### src/rtl/id_pipe_scoreboard_if.sv
// Decode-stage handshake bundle: IF/ID input side, ID/EX output side,
// writeback release and flush.
interface id_pipe_scoreboard_if #(
  parameter int XLEN = 32,
  parameter int RW   = 5
);
  logic            in_valid;
  logic            in_ready;
  logic [31:0]     in_inst;
  logic [XLEN-1:0] in_pc;

  logic            out_valid;
  logic            out_ready;
  logic [XLEN-1:0] out_pc;
  logic [2:0]      out_funct3;
  logic [RW-1:0]   out_rs1_idx;
  logic [RW-1:0]   out_rs2_idx;
  logic [RW-1:0]   out_rd_idx;
  logic            out_rd_wr;
  logic [XLEN-1:0] out_imm;
  logic            out_rd_mem;
  logic            out_wr_mem;
  logic            out_cond_br;
  logic            out_uncond_br;
  logic            out_illegal;

  logic            wb_release;
  logic [RW-1:0]   wb_release_idx;
  logic            flush;

  modport slave (
    input  in_valid, in_inst, in_pc,
    output in_ready,
    output out_valid, out_pc, out_funct3,
    output out_rs1_idx, out_rs2_idx, out_rd_idx,
    output out_rd_wr, out_imm,
    output out_rd_mem, out_wr_mem,
    output out_cond_br, out_uncond_br,
    output out_illegal,
    input  out_ready,
    input  wb_release, wb_release_idx, flush
  );

  modport master (
    output in_valid, in_inst, in_pc,
    input  in_ready,
    input  out_valid, out_pc, out_funct3,
    input  out_rs1_idx, out_rs2_idx, out_rd_idx,
    input  out_rd_wr, out_imm,
    input  out_rd_mem, out_wr_mem,
    input  out_cond_br, out_uncond_br,
    input  out_illegal,
    output out_ready,
    output wb_release, wb_release_idx, flush
  );
endinterface

### src/rtl/id_pipe_scoreboard.sv
// RV32 decode stage with ID/EX register and per-register
// pending-write scoreboard that stalls on RAW hazards.
module id_pipe_scoreboard #(
  parameter int XLEN         = 32,
  parameter int NREGS        = 32,
  parameter int MAX_INFLIGHT = 3,
  localparam int RW          = $clog2(NREGS),
  localparam int CW          = $clog2(MAX_INFLIGHT + 1)
) (
  input  logic clk,
  input  logic rst,
  id_pipe_scoreboard_if.slave bus
);

  typedef struct packed {
    logic [XLEN-1:0] pc;
    logic [2:0]      funct3;
    logic [RW-1:0]   rs1;
    logic [RW-1:0]   rs2;
    logic [RW-1:0]   rd;
    logic            rd_wr;
    logic [XLEN-1:0] imm;
    logic            rd_mem;
    logic            wr_mem;
    logic            cond_br;
    logic            uncond_br;
    logic            illegal;
  } id_ex_t;

  localparam logic [CW:0] ONE = 1;
  localparam logic [CW-1:0] CMAX = CW'(MAX_INFLIGHT);

  id_ex_t        dec;
  id_ex_t        out_d, out_q;
  logic          out_valid_d, out_valid_q;
  logic [CW-1:0] cnt_d [NREGS];
  logic [CW-1:0] cnt_q [NREGS];

  logic          uses_rs1, uses_rs2;
  logic          hazard, accept, kill, wr_en;

  logic [6:0] opc;
  logic [2:0] f3;
  logic [6:0] f7;
  logic is_r, is_i, is_ld, is_st, is_br;
  logic is_jal, is_jalr, is_lui, is_auipc, is_ebrk;
  logic [XLEN-1:0] i_imm, s_imm, b_imm, j_imm, u_imm;

  assign opc = bus.in_inst[6:0];
  assign f3  = bus.in_inst[14:12];
  assign f7  = bus.in_inst[31:25];

  assign is_r     = opc == 7'b0110011;
  assign is_i     = opc == 7'b0010011;
  assign is_ld    = opc == 7'b0000011;
  assign is_st    = opc == 7'b0100011;
  assign is_br    = opc == 7'b1100011;
  assign is_jal   = opc == 7'b1101111;
  assign is_jalr  = opc == 7'b1100111;
  assign is_lui   = opc == 7'b0110111;
  assign is_auipc = opc == 7'b0010111;
  assign is_ebrk  = bus.in_inst == 32'h0010_0073;

  assign i_imm = {{(XLEN-12){bus.in_inst[31]}},
                  bus.in_inst[31:20]};
  assign s_imm = {{(XLEN-12){bus.in_inst[31]}},
                  bus.in_inst[31:25], bus.in_inst[11:7]};
  assign b_imm = {{(XLEN-12){bus.in_inst[31]}},
                  bus.in_inst[7], bus.in_inst[30:25],
                  bus.in_inst[11:8], 1'b0};
  assign j_imm = {{(XLEN-20){bus.in_inst[31]}},
                  bus.in_inst[19:12], bus.in_inst[20],
                  bus.in_inst[30:21], 1'b0};
  assign u_imm = {{(XLEN-32){bus.in_inst[31]}},
                  bus.in_inst[31:12], 12'b0};

  always_comb begin
    dec        = '0;
    dec.pc     = bus.in_pc;
    dec.funct3 = f3;
    dec.rs1    = bus.in_inst[15 +: RW];
    dec.rs2    = bus.in_inst[20 +: RW];
    dec.imm    = i_imm;
    uses_rs1   = 1'b0;
    uses_rs2   = 1'b0;
    unique case (1'b1)
      is_r: begin
        dec.illegal = !(f7 == 7'b0 ||
          (f7 == 7'b0100000 &&
           (f3 == 3'd0 || f3 == 3'd5)));
        dec.rd_wr = 1'b1;
        uses_rs1  = 1'b1;
        uses_rs2  = 1'b1;
      end
      is_i: begin
        if (f3 == 3'd1)
          dec.illegal = f7 != 7'b0;
        else if (f3 == 3'd5)
          dec.illegal = !(f7 == 7'b0 ||
                          f7 == 7'b0100000);
        dec.rd_wr = 1'b1;
        uses_rs1  = 1'b1;
      end
      is_ld: begin
        dec.illegal = f3 != 3'd2;
        dec.rd_wr   = 1'b1;
        dec.rd_mem  = 1'b1;
        uses_rs1    = 1'b1;
      end
      is_st: begin
        dec.illegal = f3 != 3'd2;
        dec.wr_mem  = 1'b1;
        dec.imm     = s_imm;
        uses_rs1    = 1'b1;
        uses_rs2    = 1'b1;
      end
      is_br: begin
        dec.illegal = f3 == 3'd2 || f3 == 3'd3;
        dec.cond_br = 1'b1;
        dec.imm     = b_imm;
        uses_rs1    = 1'b1;
        uses_rs2    = 1'b1;
      end
      is_jal: begin
        dec.rd_wr     = 1'b1;
        dec.uncond_br = 1'b1;
        dec.imm       = j_imm;
      end
      is_jalr: begin
        dec.illegal   = f3 != 3'd0;
        dec.rd_wr     = 1'b1;
        dec.uncond_br = 1'b1;
        uses_rs1      = 1'b1;
      end
      is_lui, is_auipc: begin
        dec.rd_wr = 1'b1;
        dec.imm   = u_imm;
      end
      is_ebrk: begin
        dec.imm = i_imm;
      end
      default: dec.illegal = 1'b1;
    endcase
    // Illegal ops travel as inert bubbles: no flags, no sources.
    if (dec.illegal) begin
      dec.rd_wr     = 1'b0;
      dec.rd_mem    = 1'b0;
      dec.wr_mem    = 1'b0;
      dec.cond_br   = 1'b0;
      dec.uncond_br = 1'b0;
      uses_rs1      = 1'b0;
      uses_rs2      = 1'b0;
    end
    if (dec.rd_wr)
      dec.rd = bus.in_inst[7 +: RW];
  end

  assign wr_en = dec.rd_wr && dec.rd != '0;

  always_comb begin
    hazard = 1'b0;
    if (uses_rs1 && cnt_q[dec.rs1] != '0)
      hazard = 1'b1;
    if (uses_rs2 && cnt_q[dec.rs2] != '0)
      hazard = 1'b1;
    if (wr_en && cnt_q[dec.rd] == CMAX)
      hazard = 1'b1;
  end

  assign bus.in_ready = !rst && !bus.flush && !hazard &&
                        (!out_valid_q || bus.out_ready);
  assign accept = bus.in_valid && bus.in_ready;
  assign kill   = bus.flush && out_valid_q &&
                  out_q.rd_wr && out_q.rd != '0;

  always_comb begin
    out_d       = out_q;
    out_valid_d = out_valid_q;
    if (bus.flush) begin
      out_valid_d = 1'b0;
    end else if (accept) begin
      out_d       = dec;
      out_valid_d = 1'b1;
    end else if (bus.out_ready) begin
      out_valid_d = 1'b0;
    end
  end

  // Releases are floored at the current count before the increment.
  always_comb begin
    logic [CW:0] dcnt;
    logic [CW:0] cur;
    logic [CW:0] nxt;
    for (int r = 0; r < NREGS; r++) begin
      dcnt = '0;
      cur  = {1'b0, cnt_q[r]};
      if (bus.wb_release && bus.wb_release_idx == RW'(r))
        dcnt = dcnt + ONE;
      if (kill && out_q.rd == RW'(r))
        dcnt = dcnt + ONE;
      nxt = (dcnt >= cur) ? '0 : cur - dcnt;
      if (accept && wr_en && dec.rd == RW'(r))
        nxt = nxt + ONE;
      cnt_d[r] = (r == 0) ? '0 : nxt[CW-1:0];
    end
  end

  always_ff @(posedge clk) begin
    if (rst) begin
      out_valid_q <= 1'b0;
      out_q       <= '0;
      for (int r = 0; r < NREGS; r++)
        cnt_q[r] <= '0;
    end else begin
      out_valid_q <= out_valid_d;
      out_q       <= out_d;
      for (int r = 0; r < NREGS; r++)
        cnt_q[r] <= cnt_d[r];
    end
  end

  assign bus.out_valid     = out_valid_q;
  assign bus.out_pc        = out_q.pc;
  assign bus.out_funct3    = out_q.funct3;
  assign bus.out_rs1_idx   = out_q.rs1;
  assign bus.out_rs2_idx   = out_q.rs2;
  assign bus.out_rd_idx    = out_q.rd;
  assign bus.out_rd_wr     = out_q.rd_wr;
  assign bus.out_imm       = out_q.imm;
  assign bus.out_rd_mem    = out_q.rd_mem;
  assign bus.out_wr_mem    = out_q.wr_mem;
  assign bus.out_cond_br   = out_q.cond_br;
  assign bus.out_uncond_br = out_q.uncond_br;
  assign bus.out_illegal   = out_q.illegal;

endmodule
### src/flat_wrapper.sv
// flat-port wrapper written by rule: the top's interface ports become plain ports
module id_pipe_scoreboard_flat 
#(
  parameter int XLEN         = 32,
  parameter int NREGS        = 32,
  parameter int MAX_INFLIGHT = 3,
  localparam int RW          = $clog2(NREGS),
  localparam int CW          = $clog2(MAX_INFLIGHT + 1)
)
  (clk, rst, bus_in_valid, bus_in_inst, bus_in_pc, bus_in_ready, bus_out_valid, bus_out_pc, bus_out_funct3, bus_out_rs1_idx, bus_out_rs2_idx, bus_out_rd_idx, bus_out_rd_wr, bus_out_imm, bus_out_rd_mem, bus_out_wr_mem, bus_out_cond_br, bus_out_uncond_br, bus_out_illegal, bus_out_ready, bus_wb_release, bus_wb_release_idx, bus_flush);
  id_pipe_scoreboard_if #(.XLEN(XLEN)) bus_i ();
  input  logic clk;
  input  logic rst;
  input wire logic [$bits(bus_i.in_valid)-1:0] bus_in_valid;
  input wire logic [$bits(bus_i.in_inst)-1:0] bus_in_inst;
  input wire logic [$bits(bus_i.in_pc)-1:0] bus_in_pc;
  output wire logic [$bits(bus_i.in_ready)-1:0] bus_in_ready;
  output wire logic [$bits(bus_i.out_valid)-1:0] bus_out_valid;
  output wire logic [$bits(bus_i.out_pc)-1:0] bus_out_pc;
  output wire logic [$bits(bus_i.out_funct3)-1:0] bus_out_funct3;
  output wire logic [$bits(bus_i.out_rs1_idx)-1:0] bus_out_rs1_idx;
  output wire logic [$bits(bus_i.out_rs2_idx)-1:0] bus_out_rs2_idx;
  output wire logic [$bits(bus_i.out_rd_idx)-1:0] bus_out_rd_idx;
  output wire logic [$bits(bus_i.out_rd_wr)-1:0] bus_out_rd_wr;
  output wire logic [$bits(bus_i.out_imm)-1:0] bus_out_imm;
  output wire logic [$bits(bus_i.out_rd_mem)-1:0] bus_out_rd_mem;
  output wire logic [$bits(bus_i.out_wr_mem)-1:0] bus_out_wr_mem;
  output wire logic [$bits(bus_i.out_cond_br)-1:0] bus_out_cond_br;
  output wire logic [$bits(bus_i.out_uncond_br)-1:0] bus_out_uncond_br;
  output wire logic [$bits(bus_i.out_illegal)-1:0] bus_out_illegal;
  input wire logic [$bits(bus_i.out_ready)-1:0] bus_out_ready;
  input wire logic [$bits(bus_i.wb_release)-1:0] bus_wb_release;
  input wire logic [$bits(bus_i.wb_release_idx)-1:0] bus_wb_release_idx;
  input wire logic [$bits(bus_i.flush)-1:0] bus_flush;
  assign bus_i.in_valid = bus_in_valid;
  assign bus_i.in_inst = bus_in_inst;
  assign bus_i.in_pc = bus_in_pc;
  assign bus_in_ready = bus_i.in_ready;
  assign bus_out_valid = bus_i.out_valid;
  assign bus_out_pc = bus_i.out_pc;
  assign bus_out_funct3 = bus_i.out_funct3;
  assign bus_out_rs1_idx = bus_i.out_rs1_idx;
  assign bus_out_rs2_idx = bus_i.out_rs2_idx;
  assign bus_out_rd_idx = bus_i.out_rd_idx;
  assign bus_out_rd_wr = bus_i.out_rd_wr;
  assign bus_out_imm = bus_i.out_imm;
  assign bus_out_rd_mem = bus_i.out_rd_mem;
  assign bus_out_wr_mem = bus_i.out_wr_mem;
  assign bus_out_cond_br = bus_i.out_cond_br;
  assign bus_out_uncond_br = bus_i.out_uncond_br;
  assign bus_out_illegal = bus_i.out_illegal;
  assign bus_i.out_ready = bus_out_ready;
  assign bus_i.wb_release = bus_wb_release;
  assign bus_i.wb_release_idx = bus_wb_release_idx;
  assign bus_i.flush = bus_flush;
  id_pipe_scoreboard #(.XLEN(XLEN), .NREGS(NREGS), .MAX_INFLIGHT(MAX_INFLIGHT)) u_core (.clk(clk), .rst(rst), .bus(bus_i));
endmodule
### config.mk
export PLATFORM = sky130hd
export DESIGN_NAME = id_pipe_scoreboard_flat
export DESIGN_NICKNAME = d
export VERILOG_FILES = /design/src/rtl/id_pipe_scoreboard_if.sv /design/src/rtl/id_pipe_scoreboard.sv /design/src/flat_wrapper.sv
export SDC_FILE = /design/constraint.sdc
export NUM_CORES = 1
export LEC_CHECK = 0
export ABC_AREA = 1
export BUFFER_PORTS_ARGS = -buffer_cell sky130_fd_sc_hd__buf_2
export CAP_MARGIN = 5
export CORE_MARGIN = 4
export CORE_UTILIZATION = 53
export DETAILED_ROUTE_END_ITERATION = 16
export PLACE_DENSITY = 0.74
export SLEW_MARGIN = 10
export SYNTH_ARGS = -nofsm -noshare
export SYNTH_HDL_FRONTEND = slang
export SYNTH_SLANG_ARGS = --single-unit
### constraint.sdc
create_clock -name clk -period 3.1 [get_ports clk]
set_clock_uncertainty 0.1 [all_clocks]
set_input_delay 0.465 -clock clk [delete_from_list [all_inputs] [get_ports clk]]
set_output_delay 0.465 -clock clk [all_outputs]
set_load 0.02 [all_outputs]
==> implementation parameters, run 1 <==
Parameter                              Value

Timing
  Post-route setup TNS    -10.36 ns
  Number of max-slew violations in the final report    0
  Final period util    1.08
  Finish-stage setup viols    146
  Hold violation total from the final report    0
  Worst rel slew slack    0.474
  Unrepaired setup endpoints after global routing    yes
  Worst-case setup margin in the final layout    -0.245 ns
  F_max    299 MHz
  Transition at the pin with the smallest max-transition slack    approximately 0.79 ns
  Fin crit period    approximately 3.3 ns

Logic synthesis
  Syn. warnings    0
  Net Count, Synth    ~2,000
  Flip-flop and latch count after synthesis    ~150
  Netlist Area Pre-Place    around 12,000 um^2
  Top_reg_cell synth    sky130_fd_sc_hd__dfxtp_1
  Gate Count Post-Synth    ~1,800
  Post-synthesis area per instance    around 6.4 um^2
  Yosys cell types    38
  Synth top area share    0.262
  Fraction of synthesis flops using an asynchronous set or reset pin    0
  Portion of the post-synthesis area used by sequential elements    0.262
  Main area contributors after synthesis    sky130_fd_sc_hd__dfxtp_1 (26%), sky130_fd_sc_hd__nand2_1 (14%), sky130_fd_sc_hd__ha_1 (10%), sky130_fd_sc_hd__nor2_1 (9.7%), sky130_fd_sc_hd__inv_1 (8.0%)
  Synth area leader    sky130_fd_sc_hd__dfxtp_1
  EDFF count, synth    0

Floorplanning
  Total Die Area    between 20,000 and 25,000 um^2
  Standard-cell row count    53
  Die width    about 160 um
  Core area    approximately 21,000 um^2
  I/O pin count    165
  Effective utilization at floorplan    0.543
  Height of the die    about 160 um

Pwr
  Power per cell area    roughly 310 nW/um^2
  Cell-internal power    3.39 mW
  Power share of the clock group    0.444
  Part of the power in registers    0.398
  Switching power share of the total    0.327
  Power Total    ~5.0 mW
  Max rail drop VDD    ~370 uV
  Reported leakage power    a little over 7 nW
  Combinational power share    0.158
  Reported net switching power    roughly 1.7 mW

Routing
  First-pass DRT Iterations    5
  Final wirelength    between 40,000 and 50,000 um
  Post-detailed-route via-to-cell ratio    roughly 5.7
  Routed vias    about 14,000
  DRC violation count after routing    0
  Mean routed wirelength per cell    ~21 um
  Number of nets still failing antenna checks after routing    0
  Iter 0 DRT Violations    1,416

Clocking
  CTS sink cnt    ~150
  TritonCTS buffer count    17
  Root buf cell    sky130_fd_sc_hd__clkbuf_16
  Clock-pin slew reported for the worst setup and hold paths after clock tree synthesis    roughly 0.080 ns
  Clock insertion delay at the later pin of the skew report    0.45 ns
  Depth of the CTS H-tree    4
  Buffer depth of the longest clock path    2
  CTS tree    done

Layout
  Area growth from synthesis to final layout    40.3%
  Antenna diode count    0
  Fraction of layout cells with a size suffix above 1    0.288
  Post-route insts no fill    approximately 2,400
  Fill cell count    ~1,700
  Final Net Count    roughly 2,300

Flow run
  Count of maximum capacitance violations    0

Worst setup path
  Sort of element at the start of the critical path    primary input
  Most Frequent Cell on Critical Path    sky130_fd_sc_hd__nand2_1
  Category of the worst setup path capture point    primary output
  Register-to-Register Setup Slack    0.07 ns
  Crit-path slowest cell    sky130_fd_sc_hd__nor2_4
  Critical path arrival    around 2.8 ns
  Cell breakdown of the critical path    buf_2 -> inv_2 -> nand3_1 -> nor2_2 -> nand2_1 -> nand2_1 -> inv_2 -> nor2_4 -> nand4_4 -> buf_6 -> buf_6 -> nand2_1 -> nand2_1 -> nand2_2 -> nand2_1 -> nand2_1 -> nand2_1 -> nor2_1 -> nand2_1 -> nand2_1 -> nand3_2 -> nand2_2 -> inv_2 -> buf_6
  Worst EP required    ~2.5 ns
  Critical path class    in2out
  Cell family contributing the most delay on the critical path    simple AND/OR/NAND/NOR gates
  Combined buffer and inverter count along the critical path    7
  Worst-path maximum fanout    5
  Worst path max stage delay    0.20 ns

Global routing
  Largest net degree at the start of global routing    56
  Via count of the first global-routing pass    12,661
  Global-route wire length before repair    roughly 70,000 um
  Antenna violations before repair    0
  Total global-route track usage    0.362
  Total global routing overflow    0

Placement
  Placer Congestion    1.04
  Buffers added on ports    about 160
  Estimated wirelength of the detail-placed design    around 33,000 um
  Placed Cells    approximately 2,300

Min path
  Hold crit path type    in2reg

Run status
  Violations in the final reports    negative setup slack
  Run status    complete, but fails checks
synth_stat cells, types with 13 or more instances:
| cell | count |
|---|---|
| sky130_fd_sc_hd__a21oi_1 | 154 |
| sky130_fd_sc_hd__buf_2 | 20 |
| sky130_fd_sc_hd__clkbuf_1 | 34 |
| sky130_fd_sc_hd__dfxtp_1 | 151 |
| sky130_fd_sc_hd__fa_1 | 31 |
| sky130_fd_sc_hd__ha_1 | 93 |
| sky130_fd_sc_hd__inv_1 | 244 |
| sky130_fd_sc_hd__nand2_1 | 434 |
| sky130_fd_sc_hd__nand3_1 | 99 |
| sky130_fd_sc_hd__nand4_1 | 23 |
| sky130_fd_sc_hd__nor2_1 | 297 |
| sky130_fd_sc_hd__o21ai_0 | 76 |
| sky130_fd_sc_hd__o21bai_1 | 13 |
| sky130_fd_sc_hd__xnor2_1 | 13 |
| sky130_fd_sc_hd__xor2_1 | 17 |
kinds of logic after synthesis:
| logic type | synth area share |
|---|---|
| AO/OA/AOI/OAI | 0.130 |
| XOR/XNOR | 0.0228 |
| adder cells (fa/ha/maj) | 0.155 |
| buffers and inverters | 0.111 |
| flip-flops | 0.262 |
| AND/OR/NAND/NOR | 0.319 |
worst register-to-register path, delay by kind of cell, from the launching register on:
family	cells	cell delay, ns
flip-flops	1	0.35
buffers and inverters	5	0.82
AND/OR/NAND/NOR	6	0.97
AO/OA/AOI/OAI	4	0.74
cell usage in the layout (no fill, tap or decap), types with 11 or more instances in the layout:
cell                        instances
sky130_fd_sc_hd__fa_1              31
sky130_fd_sc_hd__ha_1              93
sky130_fd_sc_hd__nor2_2            21
sky130_fd_sc_hd__inv_1            228
sky130_fd_sc_hd__nor2_1           259
sky130_fd_sc_hd__xnor2_1           13
sky130_fd_sc_hd__buf_4            162
sky130_fd_sc_hd__dfxtp_1          151
sky130_fd_sc_hd__a21oi_2           35
sky130_fd_sc_hd__nor2_4            27
sky130_fd_sc_hd__buf_12            21
sky130_fd_sc_hd__o21ai_1           15
sky130_fd_sc_hd__buf_6             25
sky130_fd_sc_hd__xor2_1            17
sky130_fd_sc_hd__o21ai_2           11
sky130_fd_sc_hd__nand3_2           25
sky130_fd_sc_hd__buf_2            153
sky130_fd_sc_hd__a21oi_1          119
sky130_fd_sc_hd__inv_2             17
sky130_fd_sc_hd__nand2_2           34
sky130_fd_sc_hd__o21ai_0           50
sky130_fd_sc_hd__nand3_1           74
sky130_fd_sc_hd__clkbuf_16         30
sky130_fd_sc_hd__nand4_1           23
sky130_fd_sc_hd__nand2_1          396
cell type report:
| cell class | count | area [um^2] | area share |
|---|---|---|---|
| well taps | 275 | 344 | 0.0213 |
| flip-flops and latches | 151 | 3020 | 0.187 |
| repair inverters | 1 | 30.0 | 0.00186 |
| clock inverters | 15 | 184 | 0.0114 |
| multi-input cells | 1322 | 7960 | 0.493 |
| clock buffers | 17 | 425 | 0.0263 |
| inverters | 259 | 1010 | 0.0628 |
| repair buffers | 383 | 3170 | 0.196 |
final timing paths:
| check | start | to | depth (start not counted) |
|---|---|---|---|
| max | bus_in_inst[29] | bus_in_ready | 24 |
| min | bus_in_pc[24] | u_core.bus.out_pc[24] | 3 |
| max reg2reg | u_core.cnt_q[15][1] | u_core.bus.out_rd_idx[2] | 15 |
| min reg2reg | u_core.bus.out_imm[27] | u_core.bus.out_imm[27] | 2 |
state kept, by name, summed over array words and instances, names as in the netlist:
name,cells
u_core.bus.out_rd_mem,1
u_core.bus.out_valid,1
u_core.bus.out_cond_br,1
u_core.bus.out_pc,32
u_core.bus.out_illegal,1
u_core.bus.out_rs2_idx,5
u_core.bus.out_imm,32
u_core.bus.out_wr_mem,1
u_core.cnt_q,62
u_core.bus.out_rd_wr,1
u_core.bus.out_rs1_idx,5
u_core.bus.out_uncond_br,1
u_core.bus.out_rd_idx,5
u_core.bus.out_funct3,3
stage by stage:
stage | util | hold slack, ns | instance area, um^2 | setup WS, ns
floorplan | - | 0.440 | 11500 | 0.130
global placement | 0.650 | 0.347 | 13800 | -0.462
detailed placement | 0.650 | 0.350 | 13800 | -0.491
CTS | 0.698 | 0.156 | 14800 | -0.155
global route | 0.761 | 0.152 | 16200 | -0.306
finish | 0.761 | 0.156 | 16200 | -0.245
power by group through the flow:
stage	clock [mW]	combinational, mW	sequential, mW
CTS	2.23	0.664	2.00
finish	2.24	0.795	2.01
global route	2.33	0.835	2.01
global placement	0	0.620	2.05
floorplan	0	0.259	2.10
detailed placement	0	0.623	2.05
metal layers:
metal / vias up / part of all wire / global-route usage
met4: 0 / 0.074 / 0.176
met1: 6401 / 0.37 / 0.450
met3: 245 / 0.10 / 0.0631
met5: - / 0 / 0
li1: 6374 / - / -
met2: 909 / 0.45 / 0.607
what timing repair did:
item / in CTS / in global routing
hold buffers: 0 / 0
pin swaps: 11 / 96
gates cloned: 5 / 21
setup endpoints to repair: 25 / 152
setup buffers: 12 / 17
gates resized for setup: 58 / 258
No activity file was read; power rests on OpenSTA's default activity.
==> run 2, diff against run 1 <==
--- a/config.mk
+++ b/config.mk
@@ -6,12 +6,13 @@
 export NUM_CORES = 1
 export LEC_CHECK = 0
 export ABC_AREA = 1
-export BUFFER_PORTS_ARGS = -buffer_cell sky130_fd_sc_hd__buf_2
 export CAP_MARGIN = 5
+export CORE_ASPECT_RATIO = 1.2
 export CORE_MARGIN = 4
-export CORE_UTILIZATION = 53
+export CORE_UTILIZATION = 50
 export DETAILED_ROUTE_END_ITERATION = 16
-export PLACE_DENSITY = 0.74
+export DONT_BUFFER_PORTS = 1
+export PLACE_DENSITY = 0.64
 export SLEW_MARGIN = 10
 export SYNTH_ARGS = -nofsm -noshare
 export SYNTH_HDL_FRONTEND = slang
==> implementation parameters, run 2 (same netlist as run 1, synthesis figures left out) <==
Parameter                              Value

Worst setup path
  Worst EP required    around 2.5 ns
  Reg2reg path depth    16
  Critical path class    in2out
  Sort of element at the start of the critical path    primary input
  Critical path arrival    2.56 ns
  Crit-path slowest cell    sky130_fd_sc_hd__nand2_1
  Register-to-Register Setup Slack    0.11 ns
  Most Frequent Cell on Critical Path    sky130_fd_sc_hd__nand2_1
  Worst path max stage delay    0.26 ns
  Worst-path maximum fanout    7
  Cell breakdown of the critical path    nor2_1 -> nand3_2 -> buf_4 -> nand3_1 -> nor2_1 -> nand2_2 -> buf_12 -> nand4_4 -> nand2_1 -> inv_1 -> nand2_1 -> nand4_1 -> nand2_1 -> nand3_1 -> nand2_1 -> nand3_2 -> nand2_2 -> inv_4
  Category of the worst setup path capture point    primary output

Routing
  Final wirelength    ~41,000 um
  Number of nets still failing antenna checks after routing    0
  Routed vias    roughly 12,000
  Post-detailed-route via-to-cell ratio    about 5.5
  Mean routed wirelength per cell    between 15 and 20 um
  First-pass DRT Iterations    5
  DRC violation count after routing    0
  Iter 0 DRT Violations    approximately 830

Placement
  Cell Area, Placed    12,600 um^2
  Placed Cells    about 2,100
  Placer Congestion    around 0.98
  Buffers added on ports    0
  Placement Setup Slack    -0.452 ns
  Estimated wirelength of the detail-placed design    slightly above 30,000 um

Floorplanning
  Height of the die    between 150 and 200 um
  Core area    22,500 um^2
  Total Die Area    between 20,000 and 30,000 um^2
  Die width    roughly 150 um
  I/O pin count    between 150 and 200
  Standard-cell row count    60
  Effective utilization at floorplan    0.511

Timing
  Unrepaired setup endpoints after global routing    yes
  Transition at the pin with the smallest max-transition slack    a little over 0.7 ns
  Fin Hold WS    roughly 0.056 ns
  Final period util    1.01
  Fin crit period    3.13 ns
  Worst-case setup margin in the final layout    -0.0296 ns
  F_max    320 MHz
  Worst rel slew slack    0.515
  Number of max-slew violations in the final report    0
  Finish-stage setup viols    1
  Hold violation total from the final report    0
  Post-route setup TNS    -0.0296 ns

Global routing
  Total global routing overflow    0
  Via count of the first global-routing pass    about 11,000
  Largest net degree at the start of global routing    between 60 and 70
  Antenna violations before repair    0
  Global-route wire length before repair    roughly 62,000 um
  Total global-route track usage    0.311

Pwr
  Power per cell area    between 300 and 400 nW/um^2
  Max rail drop VDD    roughly 380 uV
  Reported leakage power    roughly 5.8 nW
  Power Total    4.68 mW

Min path
  Count of cells along the worst hold path    2
  Hold crit path type    in2reg

Layout
  Flip-flop count of the largest register after layout    slightly above 60
  Fraction of layout cells with a size suffix above 1    0.134
  Commonest non-fill, non-tap cells in the layout    sky130_fd_sc_hd__nand2_1 (421), sky130_fd_sc_hd__nor2_1 (279), sky130_fd_sc_hd__inv_1 (240), sky130_fd_sc_hd__dfxtp_1 (151), sky130_fd_sc_hd__a21oi_1 (147)
  Register with the most flip-flops    u_core.cnt_q
  Post-layout util    0.612
  Cell area after layout    roughly 14,000 um^2
  Post-route insts no fill    around 2,200
  Final Net Count    roughly 2,100
  Fill cell count    2,210
  Area growth from synthesis to final layout    19.7%
  Most common library cell in the layout ignoring fill and taps    sky130_fd_sc_hd__nand2_1
  Antenna diode count    0

Run status
  Violations in the final reports    negative setup slack
  Run status    complete, but fails checks

Clocking
  Depth of the CTS H-tree    4
  Buffer depth of the longest clock path    2
  Root buf cell    sky130_fd_sc_hd__clkbuf_16
  CTS sink cnt    ~150
  Clock-pin slew reported for the worst setup and hold paths after clock tree synthesis    ~0.080 ns
  TritonCTS buffer count    17
  Clock insertion delay at the later pin of the skew report    0.44 ns
  CTS tree    done

Flow run
  Count of maximum capacitance violations    0
## run 2: changes by cell type in the layout (fill, tap and decap cells not counted), sizes merged
cell         previous run  this run
buf                   369       137
clkbuf                 31        21
clkinvlp                0         2
dlygate4sd3             0         2
inv                   266       263
## run 2: area by class of cell
| cell class | count | area (um^2) | area share |
|---|---|---|---|
| clock inverter | 15 | 176 | 0.0128 |
| timing repair buffer | 143 | 1370 | 0.0996 |
| multi-input combinational | 1322 | 7450 | 0.540 |
| tap | 279 | 349 | 0.0253 |
| clock buffer | 17 | 425 | 0.0309 |
| sequential | 151 | 3020 | 0.219 |
| inverter | 259 | 987 | 0.0716 |
## run 2: repair_timing
action / in CTS / in global routing
setup endpoints to repair: 2 / 151
gates cloned: 0 / 5
endpoints found under the hold margin: 66 / 0
hold buffers: 4 / 0
setup buffers: 2 / 7
gates resized for setup: 20 / 73
pin swaps: 4 / 27
## run 2: routing by layer
| layer | vias up | share of wire | track usage |
|---|---|---|---|
| met2 | 497 | 0.48 | 0.535 |
| met1 | 5559 | 0.39 | 0.368 |
| met5 | - | 0 | 0 |
| li1 | 5892 | - | - |
| met4 | 0 | 0.044 | 0.133 |
| met3 | 112 | 0.084 | 0.0761 |
## run 2: critical path, delay by kind of cell
family | cells | cell delay, ns
AND/OR/NAND/NOR | 14 | 1.66
buffers and inverters | 4 | 0.42
## run 2: path summary, 6_finish.rpt
kind	endpoint	start
min	u_core.bus.out_pc[24]	bus_in_pc[24]
max reg2reg	u_core.cnt_q[7][0]	u_core.cnt_q[10][1]
min reg2reg	u_core.bus.out_rd_idx[4]	u_core.bus.out_rd_idx[4]
max	bus_in_ready	bus_in_inst[3]
## run 2: where the power goes
group | internal (mW) | total (mW) | switching (mW)
Sequential | 1.98 | 2.06 | 0.0762
Clock | 1.09 | 2.16 | 1.07
Combinational | 0.172 | 0.465 | 0.293
Total | 3.25 | 4.68 | 1.44
==> run 3, diff against run 2 <==
--- a/config.mk
+++ b/config.mk
@@ -5,14 +5,16 @@
 export SDC_FILE = /design/constraint.sdc
 export NUM_CORES = 1
 export LEC_CHECK = 0
-export ABC_AREA = 1
 export CAP_MARGIN = 5
+export CELL_PAD_IN_SITES_DETAIL_PLACEMENT = 0
+export CELL_PAD_IN_SITES_GLOBAL_PLACEMENT = 1
 export CORE_ASPECT_RATIO = 1.2
 export CORE_MARGIN = 4
-export CORE_UTILIZATION = 50
+export CORE_UTILIZATION = 43
 export DETAILED_ROUTE_END_ITERATION = 16
 export DONT_BUFFER_PORTS = 1
-export PLACE_DENSITY = 0.64
+export GPL_TIMING_DRIVEN = 0
+export PLACE_DENSITY = 0.73
 export SLEW_MARGIN = 10
 export SYNTH_ARGS = -nofsm -noshare
 export SYNTH_HDL_FRONTEND = slang
==> implementation parameters, run 3 <==
Parameter                              Value

Layout
  Fraction of layout cells with a size suffix above 1    0.129
  Most common library cell in the layout ignoring fill and taps    sky130_fd_sc_hd__nand2_1
  Commonest non-fill, non-tap cells in the layout    sky130_fd_sc_hd__nand2_1 (194), sky130_fd_sc_hd__nor2_1 (136), sky130_fd_sc_hd__dfxtp_1 (131), sky130_fd_sc_hd__inv_1 (117), sky130_fd_sc_hd__a21oi_1 (105)
  Post-layout util    0.499
  Area growth from synthesis to final layout    13.5%
  Antenna diode count    0
  Register with the most flip-flops    u_core.cnt_q
  Final Net Count    between 1,500 and 2,000
  Post-route insts no fill    roughly 1,800
  Flip-flop count of the largest register after layout    62

Pwr
  Reported leakage power    approximately 4.6 nW
  Power share of the clock group    0.441
  Cell-internal power    about 3.3 mW
  Switching power share of the total    0.314
  Power per cell area    around 390 nW/um^2
  Reported net switching power    1.53 mW
  Part of the power in registers    0.439
  Combinational power share    0.120
  Max rail drop VDD    309 uV

Logic synthesis
  Yosys cell types    between 70 and 80
  Top cell types by occurrence after synthesis    sky130_fd_sc_hd__nand2_1 (196), sky130_fd_sc_hd__dfxtp_1 (151), sky130_fd_sc_hd__nor2_1 (151)
  Post-synthesis area per instance    about 7.7 um^2
  Cell with the most instances after synthesis    sky130_fd_sc_hd__nand2_1
  Fraction of synthesis flops using an asynchronous set or reset pin    0
  Netlist Area Pre-Place    10,900 um^2
  Portion of the post-synthesis area used by sequential elements    0.277
  Synth area leader    sky130_fd_sc_hd__dfxtp_1
  Syn. warnings    0
  Synth top area share    0.277
  Gate Count Post-Synth    1,416
  Flip-flop and latch count after synthesis    about 150
  Net Count, Synth    around 1,600
  Top_reg_cell synth    sky130_fd_sc_hd__dfxtp_1
  EDFF count, synth    0
  Main area contributors after synthesis    sky130_fd_sc_hd__dfxtp_1 (28%), sky130_fd_sc_hd__ha_1 (11%), sky130_fd_sc_hd__nand2_1 (6.7%), sky130_fd_sc_hd__fa_1 (5.7%), sky130_fd_sc_hd__nor2_1 (5.2%)

Routing
  Mean routed wirelength per cell    between 20 and 25 um
  Routed vias    ~11,000
  Final wirelength    a little over 40,000 um
  Post-detailed-route via-to-cell ratio    ~5.9
  Iter 0 DRT Violations    856
  First-pass DRT Iterations    6
  DRC violation count after routing    0
  Number of nets still failing antenna checks after routing    0

Clocking
  Buffer depth of the longest clock path    2
  CTS sink cnt    ~150
  Clock-pin slew reported for the worst setup and hold paths after clock tree synthesis    about 0.07 ns
  TritonCTS buffer count    17
  Depth of the CTS H-tree    4
  Clock insertion delay at the later pin of the skew report    0.45 ns
  Root buf cell    sky130_fd_sc_hd__clkbuf_16
  CTS tree    done

Worst setup path
  Worst path max stage delay    0.48 ns
  Category of the worst setup path capture point    register
  Worst r2r src    u_core.cnt_q[22][0]
  Combined buffer and inverter count along the critical path    4
  Reg2reg path depth    10
  Crit-path slowest cell    sky130_fd_sc_hd__o41a_1
  End of the worst register-to-register path    u_core.cnt_q[22][1]
  Endpoint of the most critical setup path    u_core.cnt_q[21][1]
  Sort of element at the start of the critical path    primary input
  Crit path depth    13
  Critical path arrival    around 3.3 ns
  Worst-path maximum fanout    10
  Cell breakdown of the critical path    clkbuf_4 -> or2_2 -> buf_2 -> nor2_4 -> nand4_1 -> o41a_1 -> o21bai_2 -> o41ai_4 -> buf_6 -> nand3b_1 -> buf_4 -> nor4_1 -> o211a_1
  Cell family contributing the most delay on the critical path    compound AO/OA/AOI/OAI gates
  Register-to-Register Setup Slack    around 0.08 ns
  Launch point of the worst path    bus_in_inst[9]
  Worst EP required    about 3.3 ns
  Critical path class    in2reg

Min path
  Hold crit path type    in2reg

Placement
  Placement Setup Slack    -0.907 ns
  Estimated wirelength of the detail-placed design    31,100 um
  Placer Congestion    ~0.94
  Placed Cells    about 1,700
  Buffers added on ports    0

Timing
  Worst rel slew slack    0.316
  Final period util    0.977
  Number of max-slew violations in the final report    0
  Worst-case setup margin in the final layout    a little over 0.07 ns
  Fin Hold WS    approximately 0.047 ns
  Transition at the pin with the smallest max-transition slack    between 1 and 1.5 ns
  Fin crit period    3.03 ns
  Post-route setup TNS    0 ns
  Finish-stage setup viols    0
  Hold violation total from the final report    0
  F_max    about 330 MHz

Global routing
  Largest net degree at the start of global routing    17
  Total global routing overflow    0
  Total global-route track usage    0.280
  Global-route wire length before repair    a little over 60,000 um
  Via count of the first global-routing pass    10,158
  Antenna violations before repair    0

Run status
  Run status    complete, no violations

Floorplanning
  Core area    24,800 um^2
  Total Die Area    28,000 um^2
  Standard-cell row count    63
  Effective utilization at floorplan    0.439
  Height of the die    roughly 180 um
  I/O pin count    between 150 and 200
  Die width    153 um

Flow run
  Count of maximum capacitance violations    0
[run 3: changes by cell type in the layout (fill, tap and decap cells not counted), sizes merged, moves of 23 or more]
cell and change:
clkbuf +53, nand2 -238, buf -90, a211oi +29
a21oi -48, o21ai -51, nor2b +27, inv -137
nand2b +23, nor2 -155, nor3 +46, nand3 -33
[run 3: area by class of cell]
| class | count | area (um^2) |
|---|---|---|
| Fill cell | 2549 | 12500 |
| Multi-Input combinational cell | 1056 | 7280 |
| Sequential cell | 151 | 3070 |
| Buffer | 88 | 468 |
| Inverter | 118 | 445 |
| Clock buffer | 18 | 429 |
| Tap cell | 325 | 407 |
| Clock inverter | 14 | 158 |
| Timing Repair Buffer | 16 | 123 |
[run 3: timing repair]
action | in CTS | in global routing
pin swaps | 6 | 14
hold buffers | 1 | 0
gates cloned | 0 | 0
hold endpoints to repair | 1 | 0
buffers inserted | 7 | 8
resized for setup | 52 | 78
setup endpoints to repair | 143 | 76
[run 3: kinds of logic after synthesis]
| logic type | Yosys count | synth area share |
|---|---|---|
| flip-flops | 151 | 0.277 |
| adder cells (fa/ha/maj) | 124 | 0.164 |
| multiplexers | 29 | 0.0357 |
| XOR/XNOR | 8 | 0.00642 |
| buffers and inverters | 209 | 0.0788 |
| AND/OR/NAND/NOR | 653 | 0.293 |
| AO/OA/AOI/OAI | 242 | 0.146 |
[run 3: power by group through the flow]
stage               Sequential, mW  Combinational (mW)  Clock, mW
floorplan                     2.17               0.377          0
global placement              2.19               0.543          0
detailed placement            2.19               0.545          0
CTS                           2.14               0.565       2.17
global route                  2.15               0.638       2.25
finish                        2.14               0.585       2.15
[run 3: metal layers]
metal / routed length (um) / GRT usage / part of all wire / vias to the layer above
met5: 0 / 0 / 0 / -
met4: 1900 / 0.127 / 0.047 / 0
met3: 2940 / 0.0593 / 0.073 / 105
met2: 19000 / 0.472 / 0.47 / 426
met1: 16600 / 0.344 / 0.41 / 5014
li1: - / - / - / 4982
[run 3: worst min-delay path by stage]
| stage | from | to | slack, ns | cells after the start |
|---|---|---|---|---|
| finish | bus_in_pc[1] | u_core.bus.out_pc[1] | 0.05 | 2 |
| global route | bus_in_pc[16] | u_core.bus.out_pc[16] | 0.04 | 2 |
| CTS | bus_in_pc[1] | u_core.bus.out_pc[1] | 0.04 | 2 |
| detailed placement | u_core.bus.out_imm[7] | u_core.bus.out_imm[7] | 0.44 | 2 |
| global placement | u_core.bus.out_imm[7] | u_core.bus.out_imm[7] | 0.44 | 2 |
| floorplan | u_core.bus.out_imm[10] | u_core.bus.out_imm[10] | 0.43 | 2 |
[run 3: per-stage QoR]
| stage | power [mW] | cell area [um^2] |
|---|---|---|
| 6_report | 4.87 | 12400 |
| 5_1_grt | 5.03 | 12400 |
| 4_1_cts | 4.88 | 12100 |
| 3_5_place_dp | 2.74 | 11300 |
| 3_3_place_gp | 2.73 | 11300 |
| 2_1_floorplan | 2.55 | 10900 |
